==> config.mk <==
export PLATFORM = sky130hd
export DESIGN_NAME = lbdr_output_arbiter
export DESIGN_NICKNAME = d
export VERILOG_FILES = /design/src/rtl/lbdr_output_arbiter.sv
export SDC_FILE = /design/constraint.sdc
export NUM_CORES = 1
export LEC_CHECK = 0
export ABC_CLOCK_PERIOD_IN_PS = 4700
export BUFFER_PORTS_ARGS = -buffer_cell sky130_fd_sc_hd__clkbuf_2
export CAP_MARGIN = 20
export CORE_MARGIN = 2
export CORE_UTILIZATION = 48
export DETAILED_ROUTE_END_ITERATION = 8
export PLACE_DENSITY = 0.82
export SETUP_SLACK_MARGIN = 0.5
export SLEW_MARGIN = 25
export SYNTH_ARGS = -nofsm -noshare
export SYNTH_HDL_FRONTEND = slang
export SYNTH_SLANG_ARGS = --single-unit
==> constraint.sdc <==
create_clock -name clk -period 4.7 [get_ports clk]
set_clock_uncertainty 0.05 [all_clocks]
set_input_delay 0.47 -clock clk [delete_from_list [all_inputs] [get_ports clk]]
set_output_delay 0.47 -clock clk [all_outputs]
set_load 0.02 [all_outputs]
==> src/rtl/lbdr_output_arbiter.sv <==
`default_nettype none
// ============================================================================
// Module      : lbdr_output_arbiter
// Description : Per-output round-robin switch allocator that holds a grant for a
//               whole packet and pops the granted FIFO under credit flow control.
// Revision    : 1.0 - initial release
// ============================================================================
module lbdr_output_arbiter #(
    parameter int         CREDITS   = 4,
    parameter int         CW        = 3,
    parameter logic [2:0] FLIT_TAIL = 3'b100
) (
    input  logic          clk,
    input  logic          rst,
    input  logic [4:0]    req_i,
    input  logic [4:0]    empty_i,
    input  logic [14:0]   flit_id_i,
    input  logic          credit_in,
    output logic [4:0]    grant_o,
    output logic [2:0]    sel_o,
    output logic [4:0]    read_en_o,
    output logic          valid_o,
    output logic [CW-1:0] credit_cnt_o
);

    localparam logic [0:0]    c_ST_IDLE  = 1'b0;
    localparam logic [0:0]    c_ST_BUSY  = 1'b1;
    localparam logic [2:0]    c_PTR_RST  = 3'd4;
    localparam logic [CW-1:0] c_CRED_MAX = CW'(CREDITS);

    logic [0:0]    r_state;
    logic [0:0]    w_state_nxt;
    logic [2:0]    r_ptr;
    logic [2:0]    w_ptr_nxt;
    logic [4:0]    r_grant;
    logic [4:0]    w_grant_nxt;
    logic [2:0]    r_sel;
    logic [2:0]    w_sel_nxt;
    logic [CW-1:0] r_credit_cnt;
    logic [CW-1:0] w_credit_nxt;

    logic          w_req_found;
    logic [2:0]    w_winner;
    logic [2:0]    w_scan;
    logic [2:0]    w_head_flit;
    logic          w_cred_ok;
    logic [4:0]    w_pop;
    logic          w_tail_pop;

    // Successor of a port index in N,E,W,S,L order with wrap back to N.
    function automatic logic [2:0] f_next(input logic [2:0] i_idx);
        return (i_idx >= 3'd4) ? 3'd0 : i_idx + 3'd1;
    endfunction

    // Round-robin scan: lowest-priority port is the last one served (r_ptr).
    always_comb begin
        w_req_found = 1'b0;
        w_winner    = 3'd0;
        w_scan      = f_next(r_ptr);
        for (int k = 0; k < 5; k++) begin
            if (!w_req_found && req_i[w_scan]) begin
                w_req_found = 1'b1;
                w_winner    = w_scan;
            end
            w_scan = f_next(w_scan);
        end
    end

    always_comb begin
        case (r_sel)
            3'd0:    w_head_flit = flit_id_i[2:0];
            3'd1:    w_head_flit = flit_id_i[5:3];
            3'd2:    w_head_flit = flit_id_i[8:6];
            3'd3:    w_head_flit = flit_id_i[11:9];
            3'd4:    w_head_flit = flit_id_i[14:12];
            default: w_head_flit = 3'b000;
        endcase
    end

    // FSM state register
    always_ff @(posedge clk) begin
        if (rst) begin
            r_state <= c_ST_IDLE;
            r_ptr   <= c_PTR_RST;
            r_grant <= 5'd0;
            r_sel   <= 3'd0;
        end else begin
            r_state <= w_state_nxt;
            r_ptr   <= w_ptr_nxt;
            r_grant <= w_grant_nxt;
            r_sel   <= w_sel_nxt;
        end
    end

    // FSM next-state logic; req_i is deliberately ignored while BUSY
    always_comb begin
        w_state_nxt = r_state;
        w_ptr_nxt   = r_ptr;
        w_grant_nxt = r_grant;
        w_sel_nxt   = r_sel;
        case (r_state)
            c_ST_IDLE: begin
                w_grant_nxt = 5'd0;
                if (w_req_found) begin
                    w_state_nxt = c_ST_BUSY;
                    w_grant_nxt = 5'b00001 << w_winner;
                    w_sel_nxt   = w_winner;
                end
            end
            c_ST_BUSY: begin
                if (w_tail_pop) begin
                    w_state_nxt = c_ST_IDLE;
                    w_grant_nxt = 5'd0;
                    w_ptr_nxt   = r_sel;
                end
            end
            default: begin
                w_state_nxt = c_ST_IDLE;
                w_grant_nxt = 5'd0;
            end
        endcase
    end

    // FSM outputs: pop straight from registered grant, FIFO state and credits
    always_comb begin
        w_cred_ok = (r_credit_cnt != '0);
        w_pop     = 5'd0;
        if ((r_state == c_ST_BUSY) && w_cred_ok) begin
            w_pop = r_grant & ~empty_i;
        end
        read_en_o  = w_pop;
        valid_o    = |w_pop;
        w_tail_pop = (|w_pop) && (w_head_flit == FLIT_TAIL);
    end

    // A send and a returned credit in the same cycle cancel out.
    always_comb begin
        case ({valid_o, credit_in})
            2'b10:   w_credit_nxt = r_credit_cnt - CW'(1);
            2'b01:   w_credit_nxt = (r_credit_cnt >= c_CRED_MAX) ? r_credit_cnt
                                                                 : r_credit_cnt + CW'(1);
            default: w_credit_nxt = r_credit_cnt;
        endcase
    end

    always_ff @(posedge clk) begin
        if (rst) begin
            r_credit_cnt <= c_CRED_MAX;
        end else begin
            r_credit_cnt <= w_credit_nxt;
        end
    end

    assign grant_o      = r_grant;
    assign sel_o        = r_sel;
    assign credit_cnt_o = r_credit_cnt;

endmodule
`default_nettype wire
== Word level (Yosys, flattened, before mapping) ==
Index checks and enable logic that the tools add are counted.

* Bits in registers: 15
* Output and inout bits: 17
* Word-level logic and storage cells: 88

* Add/subtract/negate cells: 7
* Magnitude comparators: 11
* Equality and inequality tests: 9
* Shift-type cells: 1
* Muxes and demuxes: 35
* Bitwise logic cells: 3
* Reductions and logical operators: 17

{| class="wikitable"
|+ Operators by type and width
! cell !! number
|-
| $mux W3 || 11
|-
| $lt A3 B4 Y1 const B || 5
|-
| $add A3 B1 Y3 const B || 6
|-
| $ge A3 B3 Y1 const B || 6
|-
| $bmux W1 S3 || 5
|-
| $mux W5 || 3
|-
| $pmux W3 S5 || 1
|-
| $mux W1 || 12
|-
| $pmux W5 S2 || 1
|-
| $eq A3 B2 Y1 const B || 2
|-
| $eq A3 B3 Y1 const B || 2
|-
| $logic_and A1 B1 Y1 || 6
|-
| $pmux W3 S2 || 1
|-
| $reduce_and A2 Y1 || 3
|-
| $and A5 B5 Y5 || 1
|-
| $not A5 Y5 || 1
|-
| $reduce_or A5 Y1 || 1
|-
| $shl A1 B3 Y5 const A || 1
|-
| $logic_not A1 Y1 || 4
|-
| $eq A3 B1 Y1 const B || 1
|-
| $logic_not A3 Y1 || 1
|-
| $reduce_bool A3 Y1 || 1
|-
| $sub A3 B1 Y3 const B || 1
|-
| $eq A2 B1 Y1 const B || 1
|-
| other kinds (6) || 6
|}

== Depth between registers and ports, before layout ==
* Word-level depth: 20
* Mapped depth: 22
* Depth with buffers taken out: 20

== Least setup slack after synthesis ==
No wires, ideal clock.

* Kind: register to register
* From: register r_ptr[0]
* To: register r_grant[1], in the netlist grant_o[1]
* Library setup time: 92 ps
* Arrival time: 4,400 ps
* Path slack: 158 ps
* Stages on the path, launching flop included: 23
* Path buffers: 2
* Clock period less this slack: 4,542 ps
* Cells stage by stage: dfxtp_1 -> buf_4 -> inv_1 -> ha_1 -> buf_2 -> nor2b_1 -> ha_1 -> and2_1 -> ha_1 -> nand2_1 -> inv_1 -> ha_1 -> inv_1 -> o22ai_1 -> ha_1 -> nor3_1 -> a21oi_1 -> o32ai_1 -> nor3_2 -> nor4b_2 -> a211oi_2 -> nand3b_2 -> o32ai_1

* Cells in the longest elaborated chain, start to end: 20
* Elaborated cells between the ends (all ways): 46

{| class="wikitable"
|+ RTL lines
! element !! line !! text
|-
| from (decl) || 33 || <nowiki>logic [2:0] r_ptr;</nowiki>
|-
| from (signal assigned) || 84 || <nowiki>r_ptr <= c_PTR_RST;</nowiki>
|-
| from (signal assigned) || 89 || <nowiki>r_ptr <= w_ptr_nxt;</nowiki>
|-
| $add A3 B1 Y3 / $ge A3 B3 Y1 (equally long branches) || 52 || <nowiki>return (i_idx >= 3'd4) ? 3'd0 : i_idx + 3'd1;</nowiki>
|-
| $mux W3 * || 52 ||
|-
| parallel branches: the longest is 16 deep, another holds $add A3 B1 Y3 || - ||
|-
| $mux W5 * || 104 || <nowiki>if (w_req_found) begin</nowiki>
|-
| $pmux W5 S2 * || 101 || <nowiki>case (r_state)</nowiki>
|-
| to (signal assigned) || 90 || <nowiki>r_grant <= w_grant_nxt;</nowiki>
|-
| to (decl) || 35 || <nowiki>logic [4:0] r_grant;</nowiki>
|}

Every way passes the cells marked *. The select of a mux whose other input is x is not followed.
A chain may end at the register's enable or synchronous reset.

== Final worst setup path ==
* From: register r_ptr[1]
* To: register r_grant[0], in the netlist grant_o[0]

The elaborated chain is that of the path after synthesis.

==> flow_summary.ini <==
[run_status]
outcome = finished, final reports clean

[floorplanning]
dieWidth_um = 63.3
core_area_mm2 = 0.00336
die_area_mm2 = 0.00401
pin_count = 45
initial_core_util = 0.502
die_y_um = 63.3
rows = 21

[finish]
syn2layout_area_growth_pct = 28.0
n_antenna_cell = 0
fillCellCount = 319
mostFrequentLayoutCell = clkbuf_2
drive_above_1_share = 0.332
layout_common_cells = 44 x clkbuf_2, 30 x nor2_1, 16 x inv_1
fin_nets = 310

[worst_setup_path]
worstRegToRegCells = 20
cp-start-kind = register
r2r_end = grant_o[0]$_SDFFE_PP0P_
worst_setup_path_end_kind = register
worstPathMaxFanout = 7
required_ns = 4.85
crit_path_start = r_ptr[1]$_SDFFE_PP0P_
cp.arrival_ns = 4.14
worst-setup-path-type = register to register
crit_path_end = grant_o[0]$_SDFFE_PP0P_
r2r_slack_ns = 0.72
r2r-start = r_ptr[1]$_SDFFE_PP0P_

[synth]
synth_edf_count = 0
netlist.area_leader.share = 0.178
synth_nets = 259
synth_cell_types = 59
netlist_instances = 224
syn_area_per_cell_um2 = 7.54
synth-async-reset-ratio = 0
netlist_area_mm2 = 0.00169
synth_ff_type = dfxtp_1
yosys_warnings = 0
synth_area_leaders = dfxtp_1 18%, nor2_1 6.7%, nand2b_1 5.6%, ha_1 4.4%, mux2i_1 4.2%
yosys.area.top_type = dfxtp_1
yosys_register_bits = 15
yosysSeqAreaShare = 0.178

[clock_network]
cts_root_buf = clkbuf_4
path_clk_slew_ns = 0.09
worstSkewPairLatency_ns = 0.28
cts_buffers = 3
ctsLongestPathBuffers = 2
clock_sinks = 15
h-tree-depth = 1
cts_tree = built

[power_and_ir_drop]
peakVddDrop_mv = 0.135
p_total_mw = 0.358
power_leakage_nw = 0.854
power.density_mw_per_mm2 = 166

[timing]
tns_ns = 0
period_share = 0.848
worstMarginPinSlew_ns = 0.751
period_minus_slack_ns = 3.98
fmax_ghz = 0.251
final_hold_viol_count = 0
slew_viol_final = 0
rsz0062_at_grt = false
finalSetupViolCount = 0
slew_headroom = 0.498

[detailed_routing]
post-route-drc-count = 0
dr.pass1.iters = 6
routed-via-count = 1922
wl_per_cell_um = 14.7
first_iter_violations = 142
drt_wl_total_mm = 4.70
vias_per_cell = 6.01
antenna_left = 0

[grt]
grt_first_pass_wirelength_mm = 7.85
grt_max_degree = 16
grt_pass1_vias = 1766
grt_usage = 0.237
antenna_found_initial = 0
grt_overflow_total = 0

[place]
hpwl_mm = 3.54
gp_congestion = 0.911
io_buffers = 44

[worst_hold_path]
hp-class = input port to register

[flow_run]
maxCapViolCount = 0
==> cell type report <==
| type | count | area [um^2] | area share |
|---|---|---|---|
| clock buffers | 3 | 22.5 | 0.0104 |
| multi-input cells | 184 | 1410 | 0.653 |
| flip-flops and latches | 15 | 303 | 0.140 |
| well taps | 46 | 57.6 | 0.0266 |
| clock inverters | 1 | 5.00 | 0.00232 |
| repair buffers | 55 | 303 | 0.140 |
| inverters | 16 | 60.1 | 0.0278 |
==> stage by stage <==
stage               hold slack, ns  setup WS [ns]  cells  cell area (um^2)  utilization
finish                       0.418          0.715    320              2160        0.642
global route                 0.433          0.507    320              2160        0.642
CTS                          0.411          0.539    314              2080        0.618
detailed placement           0.419          0.237    309              1990        0.593
global placement             0.414          0.506    309              1990        0.593
floorplan                    0.441          0.510    224              1750            -
==> routing by layer <==
layer / GRT usage / up-vias / wire, um
met1: 0.297 / 903 / 1910
met5: 0 / - / 0
met3: 0.0179 / 6 / 285
met2: 0.428 / 86 / 2450
met4: 0.0788 / 0 / 46
li1: - / 927 / -
==> critical path, stage by stage (launching register included) <==
cell,delay [ns]
dfxtp_2,0.35
inv_1,0.06
ha_4,0.29
nor2b_4,0.18
ha_4,0.23
and2_4,0.15
ha_4,0.29
nand2_2,0.06
inv_1,0.08
ha_4,0.21
inv_1,0.11
o22ai_4,0.09
ha_4,0.33
nor3_2,0.04
a21oi_1,0.15
o32ai_2,0.10
nor3_2,0.30
nor3_1,0.13
a21oi_4,0.26
nand3b_4,0.16
o32ai_2,0.27
==> sequential cells by signal (all words and copies together), names as in the netlist <==
register / flops
grant_o: 5
credit_cnt_o: 3
r_ptr: 3
sel_o: 3
r_state: 1
==> timing repair <==
item / 4_1_cts / 5_1_grt
hold endpoints to repair: 0 / 0
hold buffers: 0 / 0
pin swaps: 2 / 10
resized for setup: 8 / 7
buffers inserted: 1 / 6
setup endpoints to repair: 9 / 9
==> report_power, final <==
group	switching (mW)	total [mW]	internal, mW	leakage (nW)
clock network	0.0442	0.0758	0.0316	0.0177
logic	0.0779	0.139	0.0610	0.713
registers	0.00993	0.144	0.134	0.123
total	0.132	0.358	0.226	0.854
==> worst min path at each step <==
stage	from	end	depth (start not counted)
2_1_floorplan	r_ptr[1]$_SDFFE_PP0P_	r_ptr[1]$_SDFFE_PP0P_	2
3_3_place_gp	grant_o[2]$_SDFFE_PP0P_	grant_o[2]$_SDFFE_PP0P_	2
3_5_place_dp	grant_o[2]$_SDFFE_PP0P_	grant_o[2]$_SDFFE_PP0P_	2
4_1_cts	credit_in	credit_cnt_o[2]$_SDFFE_PP1P_	3
5_1_grt	credit_in	credit_cnt_o[2]$_SDFFE_PP1P_	3
6_report	credit_in	credit_cnt_o[2]$_SDFFE_PP1P_	3
==> cell families after synthesis <==
logic type	Yosys count	share of synthesized area
AND/OR/NAND/NOR	99	0.333
adder cells (fa/ha/maj)	7	0.0563
XOR/XNOR	1	0.00519
multiplexers	8	0.0482
buffers and inverters	25	0.0697
flip-flops	15	0.178
AO/OA/AOI/OAI	69	0.310
==> cells in the mapped netlist, types with 3 or more instances <==
| master | n |
|---|---|
| a21oi_1 | 10 |
| a31oi_1 | 5 |
| and2_1 | 3 |
| clkbuf_1 | 4 |
| dfxtp_1 | 15 |
| ha_1 | 6 |
| inv_1 | 16 |
| mux2i_1 | 7 |
| nand2_1 | 9 |
| nand2b_1 | 15 |
| nand3_1 | 6 |
| nand3b_1 | 3 |
| nor2_1 | 30 |
| nor2b_1 | 9 |
| nor3_1 | 10 |
| o2111ai_1 | 3 |
| o211ai_1 | 5 |
| o21a_1 | 4 |
| o21ai_0 | 9 |
| o22ai_1 | 3 |
| o32ai_1 | 6 |
(Power assumes the default switching activity.)
